`config.mk`:
```
export PLATFORM = sky130hd
export DESIGN_NAME = mem_access_ctrl
export DESIGN_NICKNAME = d
export VERILOG_FILES = /design/src/rtl/mem_access_pkg.sv /design/src/rtl/mem_access_ctrl_wait_timer.sv /design/src/rtl/mem_access_ctrl.sv
export SDC_FILE = /design/constraint.sdc
export NUM_CORES = 1
export LEC_CHECK = 0
export BUFFER_PORTS_ARGS = -buffer_cell sky130_fd_sc_hd__buf_4
export CORE_AREA = 2 2 39 41
export DETAILED_ROUTE_END_ITERATION = 7
export DIE_AREA = 0 0 41 43
export PLACE_DENSITY_LB_ADDON = 0.3
export SYNTH_ARGS = -nofsm -noshare
export SYNTH_HDL_FRONTEND = slang
export SYNTH_SLANG_ARGS = --single-unit
```
`constraint.sdc`:
```
create_clock -name clk -period 1.5 [get_ports clk]
set_input_delay 0.3 -clock clk [delete_from_list [all_inputs] [get_ports clk]]
set_output_delay 0.3 -clock clk [all_outputs]
set_load 0.005 [all_outputs]
```
`src/rtl/mem_access_pkg.sv`:
```
// Shared definitions for the memory access controller: FSM state encoding and
// default timing parameters.
package mem_access_pkg;

    localparam int unsigned WAIT_MAX_DEFAULT = 8;
    localparam int unsigned CNT_W_DEFAULT    = 4;

    typedef enum logic [2:0] {
        IDLE    = 3'd0,
        ADDR    = 3'd1,
        RD_WAIT = 3'd2,
        RD_BUS  = 3'd3,
        WR_LOAD = 3'd4,
        WR_MEM  = 3'd5,
        FINISH  = 3'd6
    } state_t;

endpackage

```
`src/rtl/mem_access_ctrl_wait_timer.sv`:
```
// Wait-cycle counter: cleared outside the wait states, counts cycles without
// mem_ready, and flags when the final permitted wait cycle is reached.
module wait_timer
    import mem_access_pkg::*;
#(
    parameter int unsigned WAIT_MAX = WAIT_MAX_DEFAULT,
    parameter int unsigned CNT_W    = CNT_W_DEFAULT
) (
    input  logic clk,
    input  logic reset,
    input  logic clear,
    input  logic enable,
    output logic expired
);

    logic [CNT_W-1:0] count_q;
    logic [CNT_W-1:0] count_d;

    always_comb begin
        count_d = count_q;
        if (clear) begin
            count_d = '0;
        end else if (enable) begin
            count_d = count_q + 1'b1;
        end
    end

    always_ff @(posedge clk) begin
        if (reset) begin
            count_q <= '0;
        end else begin
            count_q <= count_d;
        end
    end

    assign expired = (count_q == CNT_W'(WAIT_MAX - 1));

endmodule

```
`src/rtl/mem_access_ctrl.sv`:
```
// Memory access sequencer: drives MAR/MDR/memory strobes for single read or
// write accesses, with a bounded wait on mem_ready.
module mem_access_ctrl
    import mem_access_pkg::*;
#(
    parameter int unsigned WAIT_MAX = WAIT_MAX_DEFAULT,
    parameter int unsigned CNT_W    = CNT_W_DEFAULT
) (
    input  logic clk,
    input  logic reset,
    input  logic req,
    input  logic req_read,
    input  logic mem_ready,
    output logic mar_load,
    output logic mdr_r_w,
    output logic mdr_in_bus_en,
    output logic mdr_in_mem_en,
    output logic mdr_out_bus_en,
    output logic mdr_out_mem_en,
    output logic mem_en,
    output logic mem_we,
    output logic busy,
    output logic done,
    output logic timeout_err
);

    if (WAIT_MAX < 1 || (64'd1 << CNT_W) <= 64'(WAIT_MAX)) begin : g_param_check
        $error("mem_access_ctrl: CNT_W too narrow for WAIT_MAX");
    end

    state_t state_q, state_d;
    logic   rd_q, rd_d;
    logic   tout_q, tout_d;
    logic   in_wait;
    logic   timer_clear;
    logic   timer_en;
    logic   expired;

    assign in_wait     = (state_q == RD_WAIT) || (state_q == WR_MEM);
    // Held clear outside the wait states so each wait begins from zero.
    assign timer_clear = !in_wait;
    assign timer_en    = in_wait && !mem_ready;

    wait_timer #(
        .WAIT_MAX (WAIT_MAX),
        .CNT_W    (CNT_W)
    ) u_wait_timer (
        .clk     (clk),
        .reset   (reset),
        .clear   (timer_clear),
        .enable  (timer_en),
        .expired (expired)
    );

    always_comb begin
        state_d = state_q;
        rd_d    = rd_q;
        tout_d  = 1'b0;
        case (state_q)
            IDLE: begin
                if (req) begin
                    rd_d    = req_read;
                    state_d = ADDR;
                end
            end
            ADDR:    state_d = rd_q ? RD_WAIT : WR_LOAD;
            RD_WAIT: begin
                if (mem_ready) begin
                    state_d = RD_BUS;
                end else if (expired) begin
                    state_d = FINISH;
                    tout_d  = 1'b1;
                end
            end
            RD_BUS:  state_d = FINISH;
            WR_LOAD: state_d = WR_MEM;
            WR_MEM: begin
                if (mem_ready) begin
                    state_d = FINISH;
                end else if (expired) begin
                    state_d = FINISH;
                    tout_d  = 1'b1;
                end
            end
            FINISH:  state_d = IDLE;
            default: state_d = IDLE;
        endcase
    end

    always_ff @(posedge clk) begin
        if (reset) begin
            state_q <= IDLE;
            rd_q    <= 1'b0;
            tout_q  <= 1'b0;
        end else begin
            state_q <= state_d;
            rd_q    <= rd_d;
            tout_q  <= tout_d;
        end
    end

    always_comb begin
        mar_load       = 1'b0;
        mdr_r_w        = 1'b0;
        mdr_in_bus_en  = 1'b0;
        mdr_in_mem_en  = 1'b0;
        mdr_out_bus_en = 1'b0;
        mdr_out_mem_en = 1'b0;
        mem_en         = 1'b0;
        mem_we         = 1'b0;
        busy           = 1'b0;
        done           = 1'b0;
        timeout_err    = 1'b0;
        case (state_q)
            IDLE:    mdr_r_w = 1'b1;
            ADDR: begin
                mar_load = 1'b1;
                busy     = 1'b1;
            end
            RD_WAIT: begin
                mdr_r_w       = 1'b1;
                mem_en        = 1'b1;
                busy          = 1'b1;
                mdr_in_mem_en = mem_ready;
            end
            RD_BUS: begin
                mdr_out_bus_en = 1'b1;
                busy           = 1'b1;
            end
            WR_LOAD: begin
                mdr_in_bus_en = 1'b1;
                busy          = 1'b1;
            end
            WR_MEM: begin
                mdr_out_mem_en = 1'b1;
                mem_en         = 1'b1;
                mem_we         = 1'b1;
                busy           = 1'b1;
            end
            FINISH: begin
                done        = 1'b1;
                timeout_err = tout_q;
            end
            default: mdr_r_w = 1'b1;
        endcase
    end

endmodule

```
==> results of run 1 <==
[Yosys cell counts, drive strengths merged]
| master | instances | area share (%) |
|---|---|---|
| nor4 | 1 | 1.2 |
| dfxtp | 9 | 34 |
| or2 | 1 | 1.2 |
| ha | 1 | 2.4 |
| a21o | 1 | 1.4 |
| buf | 4 | 4.3 |
| nor3 | 2 | 1.9 |
| o41ai | 1 | 3.1 |
| and4bb | 1 | 2.4 |
| or4b | 1 | 1.9 |
| a21oi | 5 | 4.7 |
| nor2b | 2 | 2.4 |
| o21bai | 1 | 1.4 |
| nor2 | 8 | 5.7 |
| o21ai | 2 | 1.9 |
| nand4b | 1 | 1.7 |
| xor2 | 2 | 3.3 |
| and3 | 1 | 1.2 |
| mux2i | 1 | 1.9 |
| inv | 1 | 0.71 |
| xnor2 | 1 | 1.7 |
| and2 | 1 | 1.2 |
| nand3 | 2 | 1.9 |
| and3b | 3 | 5.0 |
| nand2 | 1 | 0.71 |
| a211oi | 2 | 2.8 |
| clkbuf | 3 | 2.1 |
| nor3b | 4 | 5.7 |
[state kept, by name (all words and copies together), names as in the netlist]
register	cells
u_wait_timer.count_q	4
tout_q	1
rd_q	1
state_q	3
[per-layer routing]
metal,wire length (um),vias to the layer above
met5,0,-
met4,14,0
met3,43,2
met2,687,8
met1,492,239
li1,-,270
[cell families (layout without fill, tap and decap cells)]
group           Yosys count  after routing  share of synthesized area, %
simple gates             29             29                         33.97
compound gates           12             12                         15.44
flops                     9              9                         34.20
buf+inv                   8             32                         7.125
xor+xnor                  3              3                         4.989
fa+ha+maj                 1              1                         2.375
mux                       1              1                         1.900
[per-stage QoR]
step | std cells | hold slack (ns)
after floorplan | 63 | 0.3691
after global placement | 92 | 0.4790
after detailed placement | 92 | 0.4832
after CTS | 103 | 0.1921
after global routing | 103 | 0.1933
final | 103 | 0.2051
[worst max path at each step]
stage / depth (start not counted) / endpoint / slack (ns) / startpoint
after floorplan: 4 / state_q[0] / 0.18 / u_wait_timer.count_q[0]
after global placement: 4 / state_q[0] / 0.11 / u_wait_timer.count_q[0]
after detailed placement: 4 / state_q[0] / 0.08 / u_wait_timer.count_q[0]
after CTS: 3 / mem_en / 0.004 / state_q[0]
after global routing: 3 / mem_en / -0.02 / state_q[2]
final: 3 / mem_en / 0.01 / state_q[2]
[area by class of cell]
type / instances / area [sq um] / area share, %
clock buffers: 4 / 26.28 / 3.297
inverters: 1 / 3.754 / 0.4710
multi-input cells: 46 / 347.8 / 43.64
flip-flops and latches: 9 / 188.9 / 23.70
well taps: 16 / 20.02 / 2.512
repair buffers: 27 / 210.2 / 26.37
[power by group]
part           switching, mW  internal, mW  total, mW
Sequential            0.0188         0.254      0.273
Clock                 0.0906         0.102      0.193
Combinational         0.0958         0.127      0.223
[timing repair]
action                                  4_1_cts  5_1_grt
endpoints found under the setup margin       10        3
resized for setup                             7       10
pin swaps                                     1        5
buffers inserted                              7        0
hold endpoints to repair                      0        0
hold buffers                                  0        0
==> metrics, run 1 <==
fin crit share 99.13%; R2R cell count 4; Avg Inst Size Synth 8.361 sq um; remaining antenna violation count 0; vias per std cell 5.039; antenna cell count 0; Sum Neg Setup Slack 0 ns; vias in the first global route 437; IO buf count 15; GR met3 Demand/Resource 1.571%; Clock Tree Buf Depth 2; Post-Syn Nets 69; Routed WL per cell 12.02 um; initial antenna violation count 0; Final min period 1.487 ns; clock skew 0.01210 ns; total CTS buffers 3; WP data required 1.20 ns; Place WS 0.08481 ns; CP max FO 6; met2 usage 25.31%; pin count of the biggest net entering global routing 10; maxcap violations 0; # rows 14; worst skew pair latency 0.26 ns; # fillers 135; count of final setup violators 0; Fmax 0.6725 GHz; first-pass GRT wire length 1918 um; most utilized layer in the global route result met2; family with the most delay on the worst path simple AND/OR/NAND/NOR gates; H-tree levels 1; Buf/Inv on CP 1; GPL Wtd Cong 0.7109; via count 519; CTS root buffer clkbuf_4; Hold Path Class primary input to flop; Core Area 1384 sq um; element type at the critical path end output port; commonest non-fill, non-tap cell in the layout buf_4; CP max stage delay 0.37 ns; CTS sink cnt 9; met1 GRT Util 19.80%; library cells used by synthesis 29; Post-Syn Instances 63; most frequent cells in the layout buf_4, nor2_1, dfxtp_1, a21oi_1; Ys Warns 0; Boundary Pins 16; Final #Nets 94; synth-to-layout area growth 51.31%; total power draw 0.6889 mW; capturing point of the worst reg2reg path state_q[0]; Die Wd 41 um; layout cells sized above 1 47.13%; Worst slew margin 75.43%; HP Start reset; status finished, final reports clean; internal reg-to-reg setup slack 0.07 ns; Die Area 1763 sq um; Slew @ Worst Pin 0.3645 ns; Post-DP Area 663.1 sq um; Remaining DRCs 0; DRT Pass-1 Iters 4; Worst-path clk slew 0.07 ns; Critical Path AT 1.19 ns; Final WS setup 0.01298 ns; P_leak 0.3707 nW; WHS Path Cells 2; reg2reg start u_wait_timer.count_q[0]; WS Path Type flop to output port; 1st-iter DRT viols 5; Hold Violations, Final 0; RSZ-0062 raised after global routing yes; hold path endpoint rd_q; maximum VDD drop 650.5 uV; Slew Viols, Final 0; PD cells 864.3 nW/um^2; Final Cell Area 797.0 sq um; initial core utilization 38.07%; Die Ht 43 um; CTS tree done; #FFs+latches synth 9; gr usage total 16.09%; remaining global-route overflow 0; CP Launch Type flop; WL final 1238 um; HPWL Detailed 809.1 um; Cell Area, Synth 526.8 sq um; Util after Layout 57.59%; Critical-path top delay cell dfxtp_4; CP cell instances and3b_2 > or2_1 > buf_4; register area share after synthesis 34.20%
(Power assumes the default switching activity.)
==> run 2: changes to the inputs <==
- SETUP_SLACK_MARGIN: unset -> 0.2
- SLEW_MARGIN: unset -> 40
==> run 2 against run 1 <==
The run now ends with negative setup slack left. Clock skew decreased by 0.012 ns. Clock power is essentially flat. Fmax shrank 1.1%. Via count increased by 3.9%. Highest routed layer unchanged. Register-to-register slack improved by 0.08 ns. Non-clock buffer count is 2 higher. Combinational power up 12%. Sequential cell count unchanged. Clock-buffer cell count unchanged. Total power is 3.8% higher. Global-route usage grew 1.5 points. Critical endpoint unchanged.
==> metrics, run 2 (synthesis gave the netlist of run 1 again) <==
DRT Pass-1 Iters 3 (-1); P_leak 0.3844 nW (+3.7%); Biggest register u_wait_timer.count_q; Critical Path AT 1.20 ns (about the same); Clock Tree Buf Depth 2 (unchanged); Die Ht 43 um (unchanged); total CTS buffers 3 (unchanged); reg2reg start u_wait_timer.count_q[0]; CTS sink cnt 9 (unchanged); Critical-path top delay cell dfxtp_4; CP max FO 5 (-1); Fmax 0.6648 GHz (-1.1%); maxcap violations 0 (unchanged); capturing point of the worst reg2reg path state_q[0]; Hold Path Class primary input to flop; Int Power 0.4964 mW (+2.6%); Core Area 1384 sq um (unchanged); count of final setup violators 1 (+1); WS Path Type flop to output port; Slew Viols, Final 0 (unchanged); CP Launch Type flop; Slew @ Worst Pin 0.3375 ns (-0.02700 ns); CTS tree done; Routed WL per cell 13.17 um (+9.6%); HPWL Detailed 788 um (-2.6%); CP cell instances and3b_2 > or2_1 > buf_4; Die Area 1763 sq um (unchanged); pin count of the biggest net entering global routing 10 (unchanged); Multi-input gate area 384.1 sq um (+10%); Remaining DRCs 0 (unchanged); CP max stage delay 0.37 ns (about the same); synth-to-layout area growth 63.42%; clock skew 0.0005551 ns (-0.01155 ns); Regs by FF count u_wait_timer.count_q: 4 flops, state_q: 3 flops; Seq pwr share 37.9% (-1.7 points); CTS root buffer clkbuf_4; maximum VDD drop 536.7 uV (-17%); PD cells 830.6 nW/um^2 (-3.9%); Worst slew margin 77.42% (+2.0 points); internal reg-to-reg setup slack 0.15 ns (+0.08 ns); hold path endpoint rd_q; RSZ-0062 raised after global routing yes; remaining antenna violation count 0 (unchanged); remaining global-route overflow 0 (unchanged); most frequent cells in the layout buf_4, nor2_1, dfxtp_1; Sequential Area 193.9 sq um (+2.6%); Post-DP Area 673.1 sq um (+1.5%); Boundary Pins 16 (unchanged); WHS Path Cells 2 (unchanged); Final min period 1.504 ns (+0.01724 ns); Worst-path clk slew 0.06 ns (about the same); Hold Violations, Final 0 (unchanged); WP data required 1.20 ns (about the same); GPL Wtd Cong 0.6994 (-1.6%); worst skew pair latency 0.27 ns (about the same); Gate power share 35.0% (+2.6 points); failing checks negative setup slack; fin crit share 100.3% (+1.1 points); IO buf count 15 (unchanged); Final WS setup -0.004270 ns (-0.01724 ns); commonest non-fill, non-tap cell in the layout buf_4; antenna cell count 0 (unchanged); initial core utilization 38.07% (unchanged); clock share of power 27.1% (-0.9 points); # hold bufs at CTS 0 (unchanged); WL final 1383 um (+12%); Die Wd 41 um (unchanged); Final Cell Area 860.8 sq um (+8.0%); Place WS 0.1654 ns (+0.08063 ns); status finished with violations; layout cells sized above 1 56.18% (+9.1 points); Net Sw Frac 30.57% (+0.78 points); vias in the first global route 475 (+8.7%); # fillers 126 (-6.7%); initial antenna violation count 0 (unchanged); element type at the critical path end output port; R2R cell count 4 (unchanged); 1st-iter DRT viols 8 (+3); # rows 14 (unchanged); Sum Neg Setup Slack -0.004270 ns (-0.004270 ns); net load switching power 0.2186 mW (+6.5%); Final #Nets 96 (+2.1%); H-tree levels 1 (unchanged); via count 539 (+3.9%); max reg flops 4 (unchanged); gr usage total 17.64% (+1.5 points); vias per std cell 5.133 (+1.9%); HP Start reset; first-pass GRT wire length 2007 um (+4.6%)
==> run 2: cell count changes in the layout (fill, tap and decap cells not counted), sizes merged <==
cell  previous run  this run
buf             27        29
==> run 2: worst max path at each step <==
stage                     slack, ns               startpoint         end
final                        -0.004               state_q[1]      mem_en
after global routing          -0.04               state_q[2]      mem_en
after CTS                     0.007               state_q[1]      mem_en
after detailed placement       0.17  u_wait_timer.count_q[0]  state_q[0]
after global placement         0.18  u_wait_timer.count_q[0]  state_q[0]
after floorplan                0.20  u_wait_timer.count_q[0]  state_q[0]
==> run 2: cell type report <==
class / count / area share (%)
multi-input combinational: 46 / 44.62
tap: 16 / 2.326
inverter: 1 / 0.4360
timing repair buffer: 29 / 27.03
clock buffer: 4 / 3.052
sequential: 9 / 22.53
==> run 2: per-stage QoR <==
step	utilization [%]	total power, mW	instances	hold slack, ns
floorplan	-	0.3668	63	0.3691
global placement	48.64	0.4436	93	0.4850
detailed placement	48.64	0.4465	93	0.4861
CTS	59.22	0.6923	105	0.1996
global route	62.21	0.7626	105	0.2099
finish	62.21	0.7150	105	0.2156
==> run 2: timing repair <==
action	4_1_cts	5_1_grt
gates resized for setup	21	7
cloned	0	0
endpoints found under the setup margin	12	14
hold endpoints to repair	0	0
pin swaps	5	3
setup buffers	8	0
==> run 2: routing by layer <==
metal / global-route usage (%) / vias to the layer above / part of all wire [%]
met3: 3.141 / 6 / 4.8
met4: 16.67 / 0 / 3.6
met2: 26.25 / 15 / 53
li1: - / 272 / -
met1: 19.54 / 246 / 38
met5: 0 / - / 0
==> run 2: critical path, delay by kind of cell (launching register included) <==
| family | cells | cell delay (ns) |
|---|---|---|
| and+or+nand+nor | 2 | 0.43 |
| DFF | 1 | 0.37 |
| buffers and inverters | 1 | 0.14 |
==> run 2: power groups by stage <==
stage | logic [mW] | registers, mW | clock network, mW
floorplan | 0.103 | 0.263 | 0
global placement | 0.165 | 0.278 | 0
detailed placement | 0.167 | 0.279 | 0
CTS | 0.227 | 0.268 | 0.197
global route | 0.274 | 0.274 | 0.215
finish | 0.250 | 0.271 | 0.194
==> run 3: changes to the inputs <==
- SYNTH_HIERARCHICAL: unset -> 1
==> run 3 against run 2 <==
The run now ends clean. Clock power shrank 5%. Total power shrank 6.9%. Combinational power shrank 12%. Area after synthesis grew 6.2%. Largest cell class unchanged. Highest routed layer is now met3.
==> metrics, run 3 <==
initial core utilization 40.42% (+2.4 points); total CTS buffers 3 (unchanged); WHS Path Cells 2 (unchanged); pin count of the biggest net entering global routing 13 (+3); library cells used by synthesis 33 (+14%); synth-to-layout area growth 56.15%; net load switching power 0.1887 mW (-14%); via count 513 (-4.8%); first-pass GRT wire length 1814 um (-9.6%); Worst-path clk slew 0.06 ns (about the same); Hold Violations, Final 0 (unchanged); worst skew pair latency 0.25 ns (-0.02 ns); element type at the critical path end output port; Final WS setup 0.06316 ns (+0.06743 ns); Fmax 0.6960 GHz (+4.7%); RSZ-0062 raised after global routing yes; Area contributors post-synth dfxtp_1, nor2_1, nor4b_4, nand3b_1, a21oi_1; Die Ht 43 um (unchanged); CP cell instances and3b_2 > a21oi_4 > inv_2 > buf_6; Sequential Area 186.4 sq um (-3.9%); HPWL Detailed 780.7 um (-0.93%); remaining global-route overflow 0 (unchanged); CTS tree done; Die Wd 41 um (unchanged); CTS root buffer clkbuf_4; Multi-input gate area 385.4 sq um (+0.33%); P_leak 0.3957 nW (+2.9%); Remaining DRCs 0 (unchanged); Post-synth EDFFs 0 (unchanged); PD cells 762.5 nW/um^2 (-8.2%); Yosys top cell by area dfxtp_1; Core Area 1384 sq um (unchanged); Cell Area, Synth 559.3 sq um (+6.2%); Int Power 0.4772 mW (-3.9%); WL final 1229 um (-11%); vias per std cell 4.840 (-5.7%); CP Launch Point state_q[1]; CTS sink cnt 9 (unchanged); status finished, final reports clean; antenna cell count 0 (unchanged); Avg Inst Size Synth 8.739 sq um (+4.5%); max reg flops 4 (unchanged); Critical-path top delay cell dfxtp_2; WP data required 1.20 ns (about the same); R2R cell count 6 (+2); top-count cell post-synth dfxtp_1; clock skew 0.0002834 ns (-0.0002717 ns); # rows 14 (unchanged); Sum Neg Setup Slack 0 ns (+0.004270 ns); Post-Syn Nets 70 (+1.4%); Place WS 0.1112 ns (-0.05421 ns); IO buf count 15 (unchanged); Biggest register u_wait_timer/count_q; CP Launch Type flop; Routed WL per cell 11.59 um (-12%); maxcap violations 0 (unchanged); Most used DFF post-synth dfxtp_1; H-tree levels 1 (unchanged); WS Path Type flop to output port; Post-Syn Instances 64 (+1.6%); CP max FO 3 (-2); Worst slew margin 86.82% (+9.4 points); Die Area 1763 sq um (unchanged); layout cells sized above 1 58.89% (+2.7 points); Net Sw Frac 28.34% (-2.2 points); # fillers 111 (-12%); top cells by count, synth dfxtp_1, nor2_1, a21oi_1, inv_1; Post-synth ARST share 0% (unchanged); remaining antenna violation count 0 (unchanged); count of final setup violators 0 (-1); Regs by FF count u_wait_timer/count_q: 4 flops, state_q: 3 flops; Gate power share 33.1% (-1.9 points); family with the most delay on the worst path flip-flops; maximum VDD drop 471.5 uV (-12%); Slew Viols, Final 0 (unchanged); Ys Warns 6 (+6); #FFs+latches synth 9 (unchanged); Slew @ Worst Pin 0.1969 ns (-0.1406 ns); vias in the first global route 428 (-9.9%); Hold Path Class primary input to flop; gr usage total 15.35% (-2.3 points); CP max stage delay 0.35 ns (-0.02 ns); HP Start reset; Final #Nets 97 (+1.0%); Boundary Pins 16 (unchanged); hold path endpoint rd_q; Final min period 1.437 ns (-0.06743 ns); initial antenna violation count 0 (unchanged); fin crit share 95.79% (-4.5 points); Buf/Inv on CP 2 (+1); capturing point of the worst reg2reg path u_wait_timer/count_q[3]; Critical Path AT 1.14 ns (-0.06 ns); Clock Tree Buf Depth 2 (unchanged); Seq pwr share 39.3% (+1.4 points); commonest non-fill, non-tap cell in the layout buf_4; clock share of power 27.6% (+0.5 points); most frequent cells in the layout buf_4, buf_6, dfxtp_1, nor2_1; GPL Wtd Cong 0.7011 (+0.24%); DRT Pass-1 Iters 3 (unchanged); internal reg-to-reg setup slack 0.10 ns (-0.05 ns); Yosys top cell area share 32.21% (-2.0 points); reg2reg start state_q[1]; register area share after synthesis 32.21% (-2.0 points); 1st-iter DRT viols 2 (-6)
[run 3: cell type report]
| type | count | share of cell area, % |
|---|---|---|
| Tap cell | 16 | 2.292 |
| Multi-Input combinational cell | 46 | 44.13 |
| Inverter | 4 | 2.006 |
| Timing Repair Buffer | 27 | 27.22 |
| Sequential cell | 9 | 21.35 |
| Clock buffer | 4 | 3.009 |
[run 3: worst max path at each step]
stage	end	slack, ns	cells after the start
finish	mem_en	0.06	4
global route	timeout_err	0.01	5
CTS	mem_en	0.08	4
detailed placement	u_wait_timer/count_q[3]	0.11	5
global placement	u_wait_timer/count_q[3]	0.14	5
floorplan	u_wait_timer/count_q[3]	0.05	6
[run 3: power groups by stage]
stage	combinational [mW]	clock (mW)	sequential (mW)
floorplan	0.105	0	0.263
global placement	0.164	0	0.262
detailed placement	0.165	0	0.262
CTS	0.210	0.194	0.261
global route	0.239	0.207	0.263
finish	0.220	0.184	0.262
[run 3: worst register-to-register path: stages (launching register included)]
cell and delay (ns):
dfxtp_2 0.35, and3b_2 0.24, a21oi_4 0.14, buf_6 0.14, nor2_4 0.04, nand4_1 0.08
mux2_4 0.30
[run 3: per-layer routing]
layer | track usage [%] | routed length (um) | part of all wire, % | up-vias
met2 | 22.50 | 613 | 50 | 10
met5 | 0 | 0 | 0 | -
met3 | 4.712 | 45 | 3.7 | 0
met1 | 19.34 | 570 | 46 | 225
met4 | 8.000 | 0 | 0 | 0
li1 | - | - | - | 278
[run 3: timing repair]
action,CTS,global route
resized for setup,15,12
setup buffers,6,1
cloned,1,0
setup endpoints to repair,10,17
endpoints found under the hold margin,0,0
hold buffers,0,0
pin swaps,4,6
[run 3: stage by stage]
| step | instance area (sq um) | hold slack [ns] | std cells | utilization [%] | power [mW] |
|---|---|---|---|---|---|
| final | 873.3 | 0.2637 | 106 | 63.11 | 0.6659 |
| after global routing | 873.3 | 0.2602 | 106 | 63.11 | 0.7089 |
| after CTS | 823.3 | 0.2542 | 105 | 59.49 | 0.6641 |
| after detailed placement | 703.2 | 0.5093 | 94 | 50.81 | 0.4270 |
| after global placement | 703.2 | 0.5117 | 94 | 50.81 | 0.4256 |
| after floorplan | 579.3 | 0.3714 | 64 | - | 0.3676 |
[run 3: cells by family (layout without fill, tap and decap cells)]
family                   Yosys count  count (layout)  synth area share, %
flip-flops                         9               9                32.21
AND/OR/NAND/NOR                   28              28                33.78
multiplexers                       3               3                5.593
XOR/XNOR                           1               1                1.566
buffers and inverters              9              35                8.945
AO/OA/AOI/OAI                     13              13                15.66
adder cells (fa/ha/maj)            1               1                2.237
